$ cat src/rtl/gs_pkg.sv
// Shared types and constants for the Goldschmidt divide/sqrt sequencer.
package gs_pkg;

  typedef enum logic [1:0] {
    OP_DIV  = 2'b00,
    OP_SQRT = 2'b01
  } op_t;

  typedef enum logic [1:0] {
    ST_IDLE = 2'b00,
    ST_RUN  = 2'b01,
    ST_DONE = 2'b10
  } state_t;

  localparam int DIV_STEPS_DEF  = 12;
  localparam int SQRT_STEPS_DEF = 16;

  // Operand A select encodings
  localparam logic [1:0] SA_K0 = 2'b00;
  localparam logic [1:0] SA_K  = 2'b01;
  localparam logic [1:0] SA_N  = 2'b10;

  // Operand B select encodings
  localparam logic [1:0] SB_N0 = 2'b00;
  localparam logic [1:0] SB_D0 = 2'b01;
  localparam logic [1:0] SB_N  = 2'b10;
  localparam logic [1:0] SB_D  = 2'b11;

  typedef struct packed {
    logic [1:0] sa;
    logic [1:0] sb;
    logic       en_n;
    logic       en_d;
    logic       en_k;
    logic       en_qd;
    logic       clone_a;
  } ctrl_t;

  function automatic logic is_sqrt(input logic [1:0] op);
    return op != OP_DIV;
  endfunction

endpackage

$ cat src/rtl/gs_schedule.sv
// Combinational iteration schedule: maps (op, step) to datapath selects and enables.
module gs_schedule
  import gs_pkg::*;
(
  input  logic [1:0] op,
  input  logic [3:0] step,
  output ctrl_t      ctrl
);

  logic       stage;
  logic       mode;
  logic       rem;
  logic [3:0] mod3;

  assign stage = step[0];
  assign mode  = (step >= 4'd2) && (step <= 4'd10);
  assign rem   = (step == 4'd11);
  assign mod3  = step % 4'd3;

  always_comb begin
    ctrl = '0;
    if (!is_sqrt(op)) begin
      ctrl.sa    = {rem, mode};
      ctrl.sb    = {mode, stage};
      ctrl.en_n  = ~stage;
      ctrl.en_d  = stage;
      ctrl.en_k  = stage;
      ctrl.en_qd = rem;
    end else begin
      // Enables follow a period-3 N / K / D+K rhythm across all steps
      ctrl.en_n = (mod3 == 4'd0);
      ctrl.en_k = (mod3 != 4'd0);
      ctrl.en_d = (mod3 == 4'd2);
      case (step)
        4'd0, 4'd1: begin
          ctrl.clone_a = 1'b1;
          ctrl.sa      = SA_K0;
          ctrl.sb      = SB_N0;
        end
        4'd2: begin
          ctrl.sa = SA_K;
          ctrl.sb = SB_N0;
        end
        4'd3: begin
          ctrl.sa = SA_K;
          ctrl.sb = SB_N;
        end
        default: begin
          // From step 4 the clone/d/n period lines up with step mod 3 = 1/2/0
          ctrl.sa      = SA_K;
          ctrl.clone_a = (mod3 == 4'd1);
          ctrl.sb      = (mod3 == 4'd2) ? SB_D : (mod3 == 4'd0) ? SB_N : SB_N0;
        end
      endcase
    end
  end

endmodule

$ cat src/rtl/gs_sequencer.sv
// Start/done sequencer driving the shared Goldschmidt datapath for divide and sqrt.
module gs_sequencer
  import gs_pkg::*;
#(
  parameter int DIV_STEPS  = DIV_STEPS_DEF,
  parameter int SQRT_STEPS = SQRT_STEPS_DEF
) (
  input  logic       clk,
  input  logic       reset,
  input  logic       start,
  input  logic [1:0] op_in,
  input  logic       flush,
  output logic       ready,
  output logic       busy,
  output logic       done,
  output logic [1:0] op,
  output logic [1:0] sA,
  output logic [1:0] sB,
  output logic       enableN,
  output logic       enableD,
  output logic       enableK,
  output logic       enableQD,
  output logic       cloneA,
  output logic [3:0] step
);

  localparam logic [3:0] DIV_LAST  = 4'(DIV_STEPS - 1);
  localparam logic [3:0] SQRT_LAST = 4'(SQRT_STEPS - 1);

  state_t     state;
  ctrl_t      sched;
  ctrl_t      ctrl_gated;
  logic [3:0] last_step;

  assign last_step = is_sqrt(op) ? SQRT_LAST : DIV_LAST;

  gs_schedule u_schedule (
    .op   (op),
    .step (step),
    .ctrl (sched)
  );

  always_ff @(posedge clk or negedge reset) begin
    if (!reset) begin
      state <= ST_IDLE;
      step  <= 4'd0;
      op    <= OP_DIV;
      ready <= 1'b1;
      busy  <= 1'b0;
      done  <= 1'b0;
    end else if (flush) begin
      state <= ST_IDLE;
      step  <= 4'd0;
      ready <= 1'b1;
      busy  <= 1'b0;
      done  <= 1'b0;
    end else begin
      case (state)
        ST_RUN: begin
          if (step == last_step) begin
            state <= ST_DONE;
            step  <= 4'd0;
            ready <= 1'b1;
            busy  <= 1'b0;
            done  <= 1'b1;
          end else begin
            step <= step + 4'd1;
          end
        end
        default: begin
          // IDLE and DONE both accept; DONE falls back to IDLE otherwise
          if (start) begin
            state <= ST_RUN;
            op    <= op_in;
            step  <= 4'd0;
            ready <= 1'b0;
            busy  <= 1'b1;
          end else begin
            state <= ST_IDLE;
            ready <= 1'b1;
            busy  <= 1'b0;
          end
          done <= 1'b0;
        end
      endcase
    end
  end

  // Gating on the registered state zeroes controls the instant reset hits
  assign ctrl_gated = (state == ST_RUN) ? sched : '0;
  assign sA         = ctrl_gated.sa;
  assign sB         = ctrl_gated.sb;
  assign enableN    = ctrl_gated.en_n;
  assign enableD    = ctrl_gated.en_d;
  assign enableK    = ctrl_gated.en_k;
  assign enableQD   = ctrl_gated.en_qd;
  assign cloneA     = ctrl_gated.clone_a;

endmodule
$ cat config.mk
export PLATFORM = sky130hd
export DESIGN_NAME = gs_sequencer
export DESIGN_NICKNAME = d
export VERILOG_FILES = /design/src/rtl/gs_pkg.sv /design/src/rtl/gs_schedule.sv /design/src/rtl/gs_sequencer.sv
export SDC_FILE = /design/constraint.sdc
export NUM_CORES = 1
export LEC_CHECK = 0
export BUFFER_PORTS_ARGS = -buffer_cell sky130_fd_sc_hd__buf_2
export CAP_MARGIN = 20
export CELL_PAD_IN_SITES_DETAIL_PLACEMENT = 0
export CELL_PAD_IN_SITES_GLOBAL_PLACEMENT = 1
export CORE_ASPECT_RATIO = 1.5
export CORE_UTILIZATION = 42
export CTS_BUF_LIST = sky130_fd_sc_hd__clkbuf_4 sky130_fd_sc_hd__clkbuf_8
export DETAILED_ROUTE_END_ITERATION = 10
export GPL_TIMING_DRIVEN = 1
export PLACE_DENSITY = 0.93
export SYNTH_ARGS = -nofsm -noshare
export SYNTH_HDL_FRONTEND = slang
export SYNTH_HIERARCHICAL = 1
export SYNTH_SLANG_ARGS = --single-unit
$ cat constraint.sdc
create_clock -name clk -period 7.5 [get_ports clk]
set_clock_uncertainty 0.2 [all_clocks]
set_input_delay 1.5 -clock clk [delete_from_list [all_inputs] [get_ports clk]]
set_output_delay 1.5 -clock clk [all_outputs]
set_load 0.02 [all_outputs]
==> flow_metrics.env, run 1 <==
export IMPL_wirelength_um=2216
export IMPL_period_share=0.7322
export IMPL_rsz0062_at_grt="no"
export IMPL_status="finished clean"
export IMPL_root_buffer="clkbuf_4"
export IMPL_synth_distinct_cells=45
export IMPL_dr_total_vias=939
export IMPL_ys_ff_latch=9
export IMPL_initial_utilization=0.4561
export IMPL_fmax_mhz=182.1
export IMPL_yosysWarnings=6
export IMPL_port_buffer_count=23
export IMPL_clock_latency_ns=0.25
export IMPL_synth_net_count=127
export IMPL_dr_pass1_iters=4
export IMPL_async_reset_ff_frac=1.000
export IMPL_clockBufferDepth=2
export IMPL_syn_area_sq_um=935.9
export IMPL_fin_nets=149
export IMPL_post_route_util=0.5250
export IMPL_power_density_nw_per_um2=125.4
export IMPL_grt_pass1_vias=856
export IMPL_core_sq_um=2052
export IMPL_hold_start="op[1]$_DFFE_PN0P_"
export IMPL_worst_pin_slew_ns=0.5625
export IMPL_p_total_w=0.0001351
export IMPL_wl_met1_um=945
export IMPL_maxUsedRoutingLayer="met4"
export IMPL_post_cts_resized=0
export IMPL_cts_tree="built"
export IMPL_grt_pass1_wl_um=3450
export IMPL_synthCells=117
export IMPL_cp_start_kind="flop"
export IMPL_relSlewSlack=0.6250
export IMPL_arrival_ns=3.79
export IMPL_clk_pin_slew_ns=0.06
export IMPL_hold_viol=0
export IMPL_critical_path_class="reg2out"
export IMPL_vias_per_cell=5.869
export IMPL_fillers=213
export IMPL_die_width_um=40.54
export IMPL_hold_class="reg2reg"
export IMPL_met2RoutedLength_um=1189
export IMPL_h_tree_depth=1
export IMPL_rows=20
export IMPL_cts_buffers=3
export IMPL_cp_end_kind="output pin"
export IMPL_setup_viol=0
export IMPL_worst_r2r_startpoint="step[0]$_DFFE_PN0P_"
export IMPL_drtIter0Drc=11
export IMPL_grt_usage=0.1951
export IMPL_synthAdderAreaFrac=0.05348
export IMPL_tns_ns=0
export IMPL_synth_mux_area_frac=0.04545
export IMPL_cts_sinks=9
export IMPL_yosys_area_share_simple=0.3356
export IMPL_drc=0
export IMPL_postCtsSetupRepairBufs=0
export IMPL_ant_nets=0
export IMPL_antenna_found_initial=0
export IMPL_synth_avg_cell_area_sq_um=7.999
export IMPL_area_growth_pct=15.11
export IMPL_cp_required_ns=5.80
export IMPL_routedWlPerCell_um=13.85
export IMPL_synth_xor_xnor_area_share=0.009358
export IMPL_synth_compound_area_share=0.2553
export IMPL_num_antenna_cells=0
export IMPL_die_y_um=59.82
export IMPL_layout_drive_gt1_share=0.2681
export IMPL_min_period_ns=5.492
export IMPL_synth_edf_count=0
export IMPL_gp_congestion=0.7670
export IMPL_hpwl_um=1635
export IMPL_die_area_sq_um=2425
export IMPL_synth_top_family_by_area="simple AND/OR/NAND/NOR gates"
export IMPL_slew_violations=0
export IMPL_leakage_nw=0.5346
export IMPL_grt_max_degree=19
export IMPL_max_cap_violations=0
export IMPL_crit_start="step[3]$_DFFE_PN0P_"
export IMPL_cp_max_fo=13
export IMPL_synth_ff_type="dfrtp_1"
export IMPL_wl_met3_um=44
export IMPL_io_pin_count=24
export IMPL_post_cts_hold_buffer_count=0
export IMPL_seq_area_frac_synth=0.2420
export IMPL_vdd_drop_max_mv=0.1343
export IMPL_grt_overflow_total=0
per-layer routing:
layer / vias to the layer above / GRT usage
li1: 471 / -
met1: 447 / 0.2246
met2: 17 / 0.3515
met3: 4 / 0.007435
met4: 0 / 0.08095
met5: - / 0
state kept, by name, indices dropped and copies added, names as in the netlist:
signal,flops
done,1
op,2
ready,1
state,1
step,4
cell usage in the layout, fill, tap and decap left out, drive strengths merged, types with 4 or more instances in the layout:
master  instances
a21oi           8
and2            9
buf            23
clkbuf          4
dfrtp           8
ha              4
inv             5
nand2           7
nand2b          6
nor2           15
nor3            6
logic make-up after synthesis:
group                      Yosys count
xor gates and xnor gates             1
AOI/OAI and AO/OA                   32
buffers and inverters               12
muxes                                4
adders and majority gates            4
DFF                                  9
and+or+nand+nor                     55
final timing paths:
kind                                         to  slack (ns)  depth (start not counted)
max                                     enableN        2.01                         15
min                           op[1]$_DFFE_PN0P_        0.39                          1
max reg2reg                 step[2]$_DFFE_PN0P_        5.76                          5
min reg2reg                   op[1]$_DFFE_PN0P_        0.39                          1
max in group asynchronous     ready$_DFFE_PN1P_        5.96                          1
min in group asynchronous  state[0]$_DFFE_PN0P_        0.89                          1
cells in the mapped netlist (3+ instances only):
library cell | instances | share of area
dfrtp_1 | 8 | 0.21
nand3_1 | 3 | 0.016
a31oi_1 | 3 | 0.020
nand3b_1 | 3 | 0.024
nor2_1 | 13 | 0.052
a21oi_1 | 8 | 0.043
inv_1 | 5 | 0.020
ha_1 | 4 | 0.053
nor3_1 | 6 | 0.032
and2_1 | 9 | 0.060
nand2_1 | 7 | 0.028
nand2b_1 | 4 | 0.027
buf_2 | 4 | 0.021
metrics by stage:
step | hold slack (ns) | setup WS, ns | instance area, sq um | std cells
6_report | 0.3932 | 2.008 | 1077 | 160
3_5_place_dp | 0.3780 | 2.341 | 1047 | 156
5_1_grt | 0.4111 | 1.762 | 1077 | 160
2_1_floorplan | 0.4359 | 2.761 | 935.9 | 117
3_3_place_gp | 0.3648 | 2.457 | 1047 | 156
4_1_cts | 0.3910 | 2.039 | 1077 | 160
worst max-delay path, stage by stage, from the launching register on:
cell	delay (ns)
dfrtp_1	0.59
nand2b_4	0.23
clkinv_2	0.08
ha_1	0.17
inv_1	0.06
ha_1	0.42
o21ai_0	0.22
a21boi_1	0.24
ha_1	0.26
o21ba_2	0.19
o211ai_2	0.08
o21bai_1	0.15
mux2i_1	0.39
a31o_1	0.19
and2_1	0.10
buf_2	0.15
final cells by class:
cell class	instances	area, sq um	area share
multi-input combinational	96	654.4	0.6074
sequential	9	226.5	0.2102
timing repair buffer	23	115.1	0.1069
clock buffer	4	30.03	0.02787
tap	22	27.53	0.02555
inverter	6	23.77	0.02207
where the power goes:
group / leakage (nW) / switching [W] / internal (W)
Combinational: 0.401 / 0.0000237 / 0.0000144
Sequential: 0.116 / 0.00000612 / 0.0000521
Clock: 0.0184 / 0.0000148 / 0.0000240
No activity file was read; power rests on OpenSTA's default activity.
==> run 2, diff against run 1 <==
--- a/config.mk
+++ b/config.mk
@@ -5,16 +5,17 @@
 export SDC_FILE = /design/constraint.sdc
 export NUM_CORES = 1
 export LEC_CHECK = 0
+export ABC_AREA = 1
 export BUFFER_PORTS_ARGS = -buffer_cell sky130_fd_sc_hd__buf_2
 export CAP_MARGIN = 20
 export CELL_PAD_IN_SITES_DETAIL_PLACEMENT = 0
 export CELL_PAD_IN_SITES_GLOBAL_PLACEMENT = 1
 export CORE_ASPECT_RATIO = 1.5
-export CORE_UTILIZATION = 42
+export CORE_UTILIZATION = 36
 export CTS_BUF_LIST = sky130_fd_sc_hd__clkbuf_4 sky130_fd_sc_hd__clkbuf_8
 export DETAILED_ROUTE_END_ITERATION = 10
 export GPL_TIMING_DRIVEN = 1
-export PLACE_DENSITY = 0.93
+export PLACE_DENSITY = 0.87
 export SYNTH_ARGS = -nofsm -noshare
 export SYNTH_HDL_FRONTEND = slang
 export SYNTH_HIERARCHICAL = 1
==> constraint.sdc (replaced) <==
create_clock -name clk -period 5.41 [get_ports clk]
set_clock_uncertainty 0.2 [all_clocks]
set_input_delay 1.082 -clock clk [delete_from_list [all_inputs] [get_ports clk]]
set_output_delay 1.082 -clock clk [all_outputs]
set_load 0.02 [all_outputs]
==> run 2 against run 1 <==
Against the previous run: first-iteration DRC count up 36%; setup slack worse by 0.86 ns; critical path depth rose by 4; clock power grew 41%; largest power group unchanged; combinational power is 66% higher; die area increased by 8.6%; synthesized cell count up 19%; via count is 2.4% lower; utilization fell by 6.7 points; area after synthesis decreased by 6.6%.
==> flow_metrics.env, run 2 <==
export IMPL_postCtsSetupRepairBufs=0
export IMPL_worst_r2r_startpoint="step[0]$_DFFE_PN0P_"
export IMPL_layout_drive_gt1_share=0.3171
export IMPL_post_route_util=0.4585
export IMPL_cts_sinks=9
export IMPL_top_regs="step: 4 flops, op: 2 flops"
export IMPL_grt_util_met3=0.008721
export IMPL_max_cap_violations=0
export IMPL_rsz0062_at_grt="no"
export IMPL_yosys_area_top_type_share=0.2289
export IMPL_root_buffer="clkbuf_4"
export IMPL_die_y_um=62.37
export IMPL_grt_max_degree=14
export IMPL_hold_viol=0
export IMPL_ff2ff_path_depth=6
export IMPL_cp_max_fo=9
export IMPL_h_tree_depth=1
export IMPL_min_to="ready$_DFFE_PN1P_"
export IMPL_synth_net_count=149
export IMPL_combPwrFrac=0.318
export IMPL_relSlewSlack=0.7411
export IMPL_grt_pass1_vias=853
export IMPL_vdd_drop_max_mv=0.1344
export IMPL_port_buffer_count=23
export IMPL_post_cts_resized=0
export IMPL_r2r_slack_ns=3.85
export IMPL_ys_ff_latch=9
export IMPL_post_cts_hold_buffer_count=0
export IMPL_fillers=238
export IMPL_wirelength_um=1835
export IMPL_io_pin_count=24
export IMPL_grt_overflow_total=0
export IMPL_gp_congestion=0.7507
export IMPL_p_switching_w=0.00007187
export IMPL_drtIter0Drc=15
export IMPL_synth_distinct_cells=25
export IMPL_status="finished clean"
export IMPL_crit_start="step[2]$_DFFE_PN0P_"
export IMPL_multi_input_area_sq_um=526.8
export IMPL_synth_area_leaders="dfrtp_1 23%, nand2_1 13%, inv_1 9.9%, nand2_2 8.6%, nor2_1 7.3%"
export IMPL_whs_path_depth=2
export IMPL_layout_commonest_cell="nand2_1"
export IMPL_leakage_nw=0.5850
export IMPL_busiest_layer="met2"
export IMPL_dr_total_vias=916
export IMPL_dr_pass1_iters=3
export IMPL_slew_violations=0
export IMPL_regMostFlops="step"
export IMPL_synth_avg_cell_area_sq_um=6.292
export IMPL_cts_tree="built"
export IMPL_clock_latency_ns=0.25
export IMPL_vias_per_cell=4.898
export IMPL_final_seq_area_sq_um=226.5
export IMPL_critical_path_class="reg2out"
export IMPL_synth_edf_count=0
export IMPL_fmax_mhz=234.9
export IMPL_ant_nets=0
export IMPL_worst_pin_slew_ns=0.3869
export IMPL_r2r_end="step[0]$_DFFE_PN0P_"
export IMPL_cts_buffers=3
export IMPL_num_antenna_cells=0
export IMPL_fin_nets=175
export IMPL_cp_start_kind="flop"
export IMPL_period_share=0.7870
export IMPL_synthCells=139
export IMPL_yosysWarnings=6
export IMPL_synth_ff_type="dfrtp_1"
export IMPL_power_density_nw_per_um2=191.8
export IMPL_grt_pass1_wl_um=3243
export IMPL_initial_utilization=0.3870
export IMPL_swShare=0.3617
export IMPL_cp_required_ns=4.13
export IMPL_rows=21
export IMPL_die_area_sq_um=2635
export IMPL_arrival_ns=2.98
export IMPL_clockBufferDepth=2
export IMPL_clk_pin_slew_ns=0.06
export IMPL_setup_viol=0
export IMPL_tns_ns=0
export IMPL_antenna_found_initial=0
export IMPL_routedWlPerCell_um=9.813
export IMPL_p_int_w=0.0001268
export IMPL_use_met2=0.2865
export IMPL_async_reset_ff_frac=1.000
export IMPL_met1_usage=0.1639
export IMPL_largest_register_ffs=4
export IMPL_yosys_area_top_type="dfrtp_1"
export IMPL_core_sq_um=2260
export IMPL_hold_start="ready$_DFFE_PN1P_"
export IMPL_synth_common_cells="31 x nand2_1, 23 x inv_1, 17 x nor2_1"
export IMPL_cp_end_kind="output pin"
export IMPL_drc=0
export IMPL_layout_common_cells="31 x nand2_1, 23 x inv_1, 23 x buf_2"
export IMPL_clkPwrFrac=0.275
export IMPL_hpwl_um=1523
export IMPL_min_period_ns=4.257
export IMPL_seq_area_frac_synth=0.2589
export IMPL_die_width_um=42.25
export IMPL_grt_usage=0.1499
export IMPL_sequentialPowerShare=0.407
export IMPL_area_growth_pct=18.45
export IMPL_syn_area_sq_um=874.6
export IMPL_yosysMostFrequentCell="nand2_1"
export IMPL_hold_class="reg2reg"
## run 2: cell types whose count changed in the layout (fill, tap and decap cells not counted), sizes merged, moves of 2 or more
cell,before,now
nor2,15,18
mux2i,2,0
mux2,2,0
nor3,6,2
nand2,7,43
and2,9,2
a221oi,2,0
o211ai,2,0
a211oi,2,0
nand3,3,12
nand2b,6,0
a31oi,3,0
o21ai,2,6
inv,5,28
## run 2: logic make-up (layout without fill, tap and decap cells)
family          Yosys count  in the layout  share of synthesized area
flops                     9              9                     0.2589
xor+xnor                  1              1                    0.01002
fa+ha+maj                 4              4                    0.05723
buf+inv                  31             56                     0.1388
compound gates           14             14                     0.1016
simple gates             80             80                     0.4335
## run 2: final cells by class
cell class | count | area share
Tap cell | 23 | 0.02778
Sequential cell | 9 | 0.2186
Clock buffer | 4 | 0.02899
Timing Repair Buffer | 23 | 0.1111
Inverter | 29 | 0.1051
Multi-Input combinational cell | 99 | 0.5085
## run 2: worst max-delay path, cell delays in order (launching register included)
cell and delay, ns:
dfrtp_1 0.50, nand2_1 0.14, inv_1 0.07, ha_1 0.13, inv_1 0.04, ha_1 0.21, nand2_2 0.13, nand3_1 0.10
and2_1 0.19, ha_1 0.23, a21oi_2 0.17, nand2_2 0.07, nand2_1 0.05, nand2_1 0.08, nor2_1 0.12, nand2_1 0.07
a21oi_2 0.12, inv_1 0.05, nor2_1 0.09, buf_2 0.17
## run 2: worst max-delay path by stage
stage                        end  slack (ns)  cells after the start
final                     cloneA        1.15                     19
after global routing      cloneA        0.86                     21
after CTS                 cloneA        1.13                     19
after detailed placement  cloneA        1.41                     19
after global placement    cloneA        1.50                     21
after floorplan           cloneA        1.51                     18
## run 2: metal layers
layer  vias up  part of all wire
met5         -                 0
met4         0            0.0065
met3         2             0.019
met2        14              0.57
met1       423              0.41
li1        477                 -
## run 2: stage by stage
step	setup slack, ns	total power [W]	hold WS, ns	instances	instance area (sq um)
final	1.153	0.0001987	0.2667	187	1036
after detailed placement	1.413	0.0001456	0.2600	183	1006
after floorplan	1.509	0.0001265	0.3009	139	874.6
after CTS	1.126	0.0002019	0.2689	187	1036
after global placement	1.498	0.0001442	0.2550	183	1006
after global routing	0.8559	0.0002134	0.2867	187	1036
## run 2: power groups by stage
stage	registers, W	clock network [W]	logic, W
after floorplan	0.0000873	0	0.0000392
after global placement	0.0000818	0	0.0000624
after detailed placement	0.0000821	0	0.0000635
after CTS	0.0000809	0.0000573	0.0000637
after global routing	0.0000824	0.0000600	0.0000711
final	0.0000809	0.0000546	0.0000632
==> run 3, diff against run 2 <==
--- a/config.mk
+++ b/config.mk
@@ -11,11 +11,11 @@
 export CELL_PAD_IN_SITES_DETAIL_PLACEMENT = 0
 export CELL_PAD_IN_SITES_GLOBAL_PLACEMENT = 1
 export CORE_ASPECT_RATIO = 1.5
-export CORE_UTILIZATION = 36
+export CORE_UTILIZATION = 33
 export CTS_BUF_LIST = sky130_fd_sc_hd__clkbuf_4 sky130_fd_sc_hd__clkbuf_8
 export DETAILED_ROUTE_END_ITERATION = 10
 export GPL_TIMING_DRIVEN = 1
-export PLACE_DENSITY = 0.87
+export PLACE_DENSITY = 0.85
 export SYNTH_ARGS = -nofsm -noshare
 export SYNTH_HDL_FRONTEND = slang
 export SYNTH_HIERARCHICAL = 1
==> constraint.sdc (replaced) <==
create_clock -name clk -period 3.67 [get_ports clk]
set_clock_uncertainty 0.2 [all_clocks]
set_input_delay 0.734 -clock clk [delete_from_list [all_inputs] [get_ports clk]]
set_output_delay 0.734 -clock clk [all_outputs]
set_load 0.02 [all_outputs]
==> run 3 against run 2 <==
Against the previous run: non-clock buffer count up 8; first-iteration DRC count increased by 60%; hold slack got worse by 0.16 ns; total power increased by 55%; largest cell class unchanged.
==> flow_metrics.env, run 3 (synthesized netlist as in run 2, its figures left out) <==
export IMPL_status="finished clean"
export IMPL_hpwl_um=1551
export IMPL_ant_nets=0
export IMPL_drtIter0Drc=24
export IMPL_vias_per_cell=4.959
export IMPL_fin_cells=196
export IMPL_cts_tree="built"
export IMPL_max_cap_violations=0
export IMPL_initial_utilization=0.3530
export IMPL_layout_drive_gt1_share=0.4419
export IMPL_fmax_mhz=277.8
export IMPL_slew_violations=0
export IMPL_hold_ws_ns=0.1117
export IMPL_worst_pin_slew_ns=0.4134
export IMPL_ff2ff_path_depth=7
export IMPL_rows=22
export IMPL_rsz0062_at_grt="yes"
export IMPL_r2r_end="step[2]$_DFFE_PN0P_"
export IMPL_r2r_slack_ns=2.13
export IMPL_placedCellCount=188
export IMPL_cts_sinks=9
export IMPL_leakage_nw=0.6367
export IMPL_grt_pass1_wl_um=3284
export IMPL_cp_slowest_stage_delay_ns=0.42
export IMPL_cpMaxStageDelayCell="dfrtp_1"
export IMPL_period_share=0.9807
export IMPL_path_cells="nand2_4 > inv_2 > ha_4 > inv_2 > ha_4 > nand2_4 > nand2_2 > nand2_2 > and2_4 > ha_4 > a21oi_4 > nand2_2 > nand2_2 > nand2_2 > nor2_1 > nand2_1 > a21oi_2 > inv_1 > nor2_1 > buf_4"
export IMPL_power_density_nw_per_um2=255.1
export IMPL_gp_congestion=0.7783
export IMPL_clock_latency_ns=0.26
export IMPL_hold_class="in2async"
export IMPL_largest_register_ffs=4
export IMPL_routedWlPerCell_um=10.70
export IMPL_fin_nets=183
export IMPL_place_area_sq_um=1037
export IMPL_layout_commonest_cell="nand2_1"
export IMPL_post_cts_hold_buffer_count=0
export IMPL_setup_viol=0
export IMPL_antenna_found_initial=0
export IMPL_dr_pass1_iters=6
export IMPL_critical_path_class="reg2out"
export IMPL_die_area_sq_um=2864
export IMPL_cp_end_kind="output pin"
export IMPL_core_sq_um=2477
export IMPL_worst_r2r_startpoint="step[1]$_DFFE_PN0P_"
export IMPL_relSlewSlack=0.7234
export IMPL_grt_max_degree=14
export IMPL_root_buffer="clkbuf_4"
export IMPL_drc=0
export IMPL_layout_common_cells="24 x nand2_1, 21 x inv_1, 18 x buf_2"
export IMPL_cp_common_cell="nand2_2"
export IMPL_die_y_um=65.05
export IMPL_cts_buffers=3
export IMPL_grt_pass1_vias=876
export IMPL_port_buffer_count=23
export IMPL_hold_viol=0
export IMPL_num_antenna_cells=0
export IMPL_h_tree_depth=1
export IMPL_final_cell_area_sq_um=1205
export IMPL_grt_usage=0.1494
export IMPL_regMostFlops="step"
export IMPL_top_regs="step: 4 flops, op: 2 flops"
export IMPL_cp_required_ns=2.74
export IMPL_die_width_um=44.04
export IMPL_cp_max_fo=4
export IMPL_clk_pin_slew_ns=0.06
export IMPL_arrival_ns=2.67
export IMPL_dr_total_vias=972
export IMPL_io_pin_count=24
export IMPL_area_growth_pct=37.77
export IMPL_cp_start_kind="flop"
export IMPL_clockBufferDepth=2
export IMPL_vdd_drop_max_mv=0.2380
export IMPL_fillers=268
export IMPL_wirelength_um=2097
export IMPL_min_period_ns=3.599
export IMPL_grt_overflow_total=0
[run 3: changes by cell type in the layout (fill, tap and decap cells not counted), moves of 4 or more]
cell,delta
nand2_1,-7
buf_2,-5
nand2_2,+4
buf_4,+13
[run 3: layout make-up]
| cell class | count | area [sq um] | area share |
|---|---|---|---|
| Tap cell | 24 | 30.03 | 0.02492 |
| Timing Repair Buffer | 31 | 187.7 | 0.1558 |
| Clock buffer | 4 | 30.03 | 0.02492 |
| Multi-Input combinational cell | 99 | 621.8 | 0.5161 |
| Inverter | 29 | 108.9 | 0.09034 |
| Sequential cell | 9 | 226.5 | 0.1880 |
[run 3: stage by stage]
stage          power (W)  utilization  TNS (ns)  worst slack [ns]
2_1_floorplan  0.0001864            -         0            0.1172
3_3_place_gp   0.0002142       0.4187         0            0.2129
3_5_place_dp   0.0002163       0.4187         0            0.1568
4_1_cts        0.0003042       0.4419         0           0.01357
5_1_grt        0.0003273       0.4864   -0.2928          -0.06546
6_report       0.0003074       0.4864         0           0.07075
[run 3: timing repair]
action                     CTS  global route
pin swaps                    1            14
gates cloned                 0             0
setup buffers                1             3
gates resized for setup      6            22
setup endpoints to repair    6             6
[run 3: worst max-delay path by stage]
stage                        start  depth (start not counted)  endpoint  slack [ns]
6_report       step[2]$_DFFE_PN0P_                         20    cloneA        0.07
5_1_grt        step[2]$_DFFE_PN0P_                         20   enableK       -0.07
4_1_cts        step[2]$_DFFE_PN0P_                         20    cloneA        0.01
3_5_place_dp   step[3]$_DFFE_PN0P_                         20    cloneA        0.16
3_3_place_gp   step[3]$_DFFE_PN0P_                         20    cloneA        0.21
2_1_floorplan  step[2]$_DFFE_PN0P_                         18    cloneA        0.12
[run 3: report_power, final]
| part | internal, W | switching [W] |
|---|---|---|
| registers | 0.000107 | 0.00000807 |
| clock network | 0.0000492 | 0.0000331 |
| logic | 0.0000387 | 0.0000709 |
[run 3: layer usage]
layer,track usage,vias up,share of wire
met1,0.1357,450,0.38
met2,0.2960,22,0.56
met4,0.09091,0,0.027
met3,0.01114,8,0.030
met5,0,-,0
li1,-,492,-
[run 3: worst max-delay path, delay by kind of cell (launching register included)]
| kind | cells | cell delay [ns] |
|---|---|---|
| and+or+nand+nor | 11 | 0.95 |
| AOI/OAI and AO/OA | 2 | 0.28 |
| DFF | 1 | 0.42 |
| adders and majority gates | 3 | 0.47 |
| buffers and inverters | 4 | 0.28 |
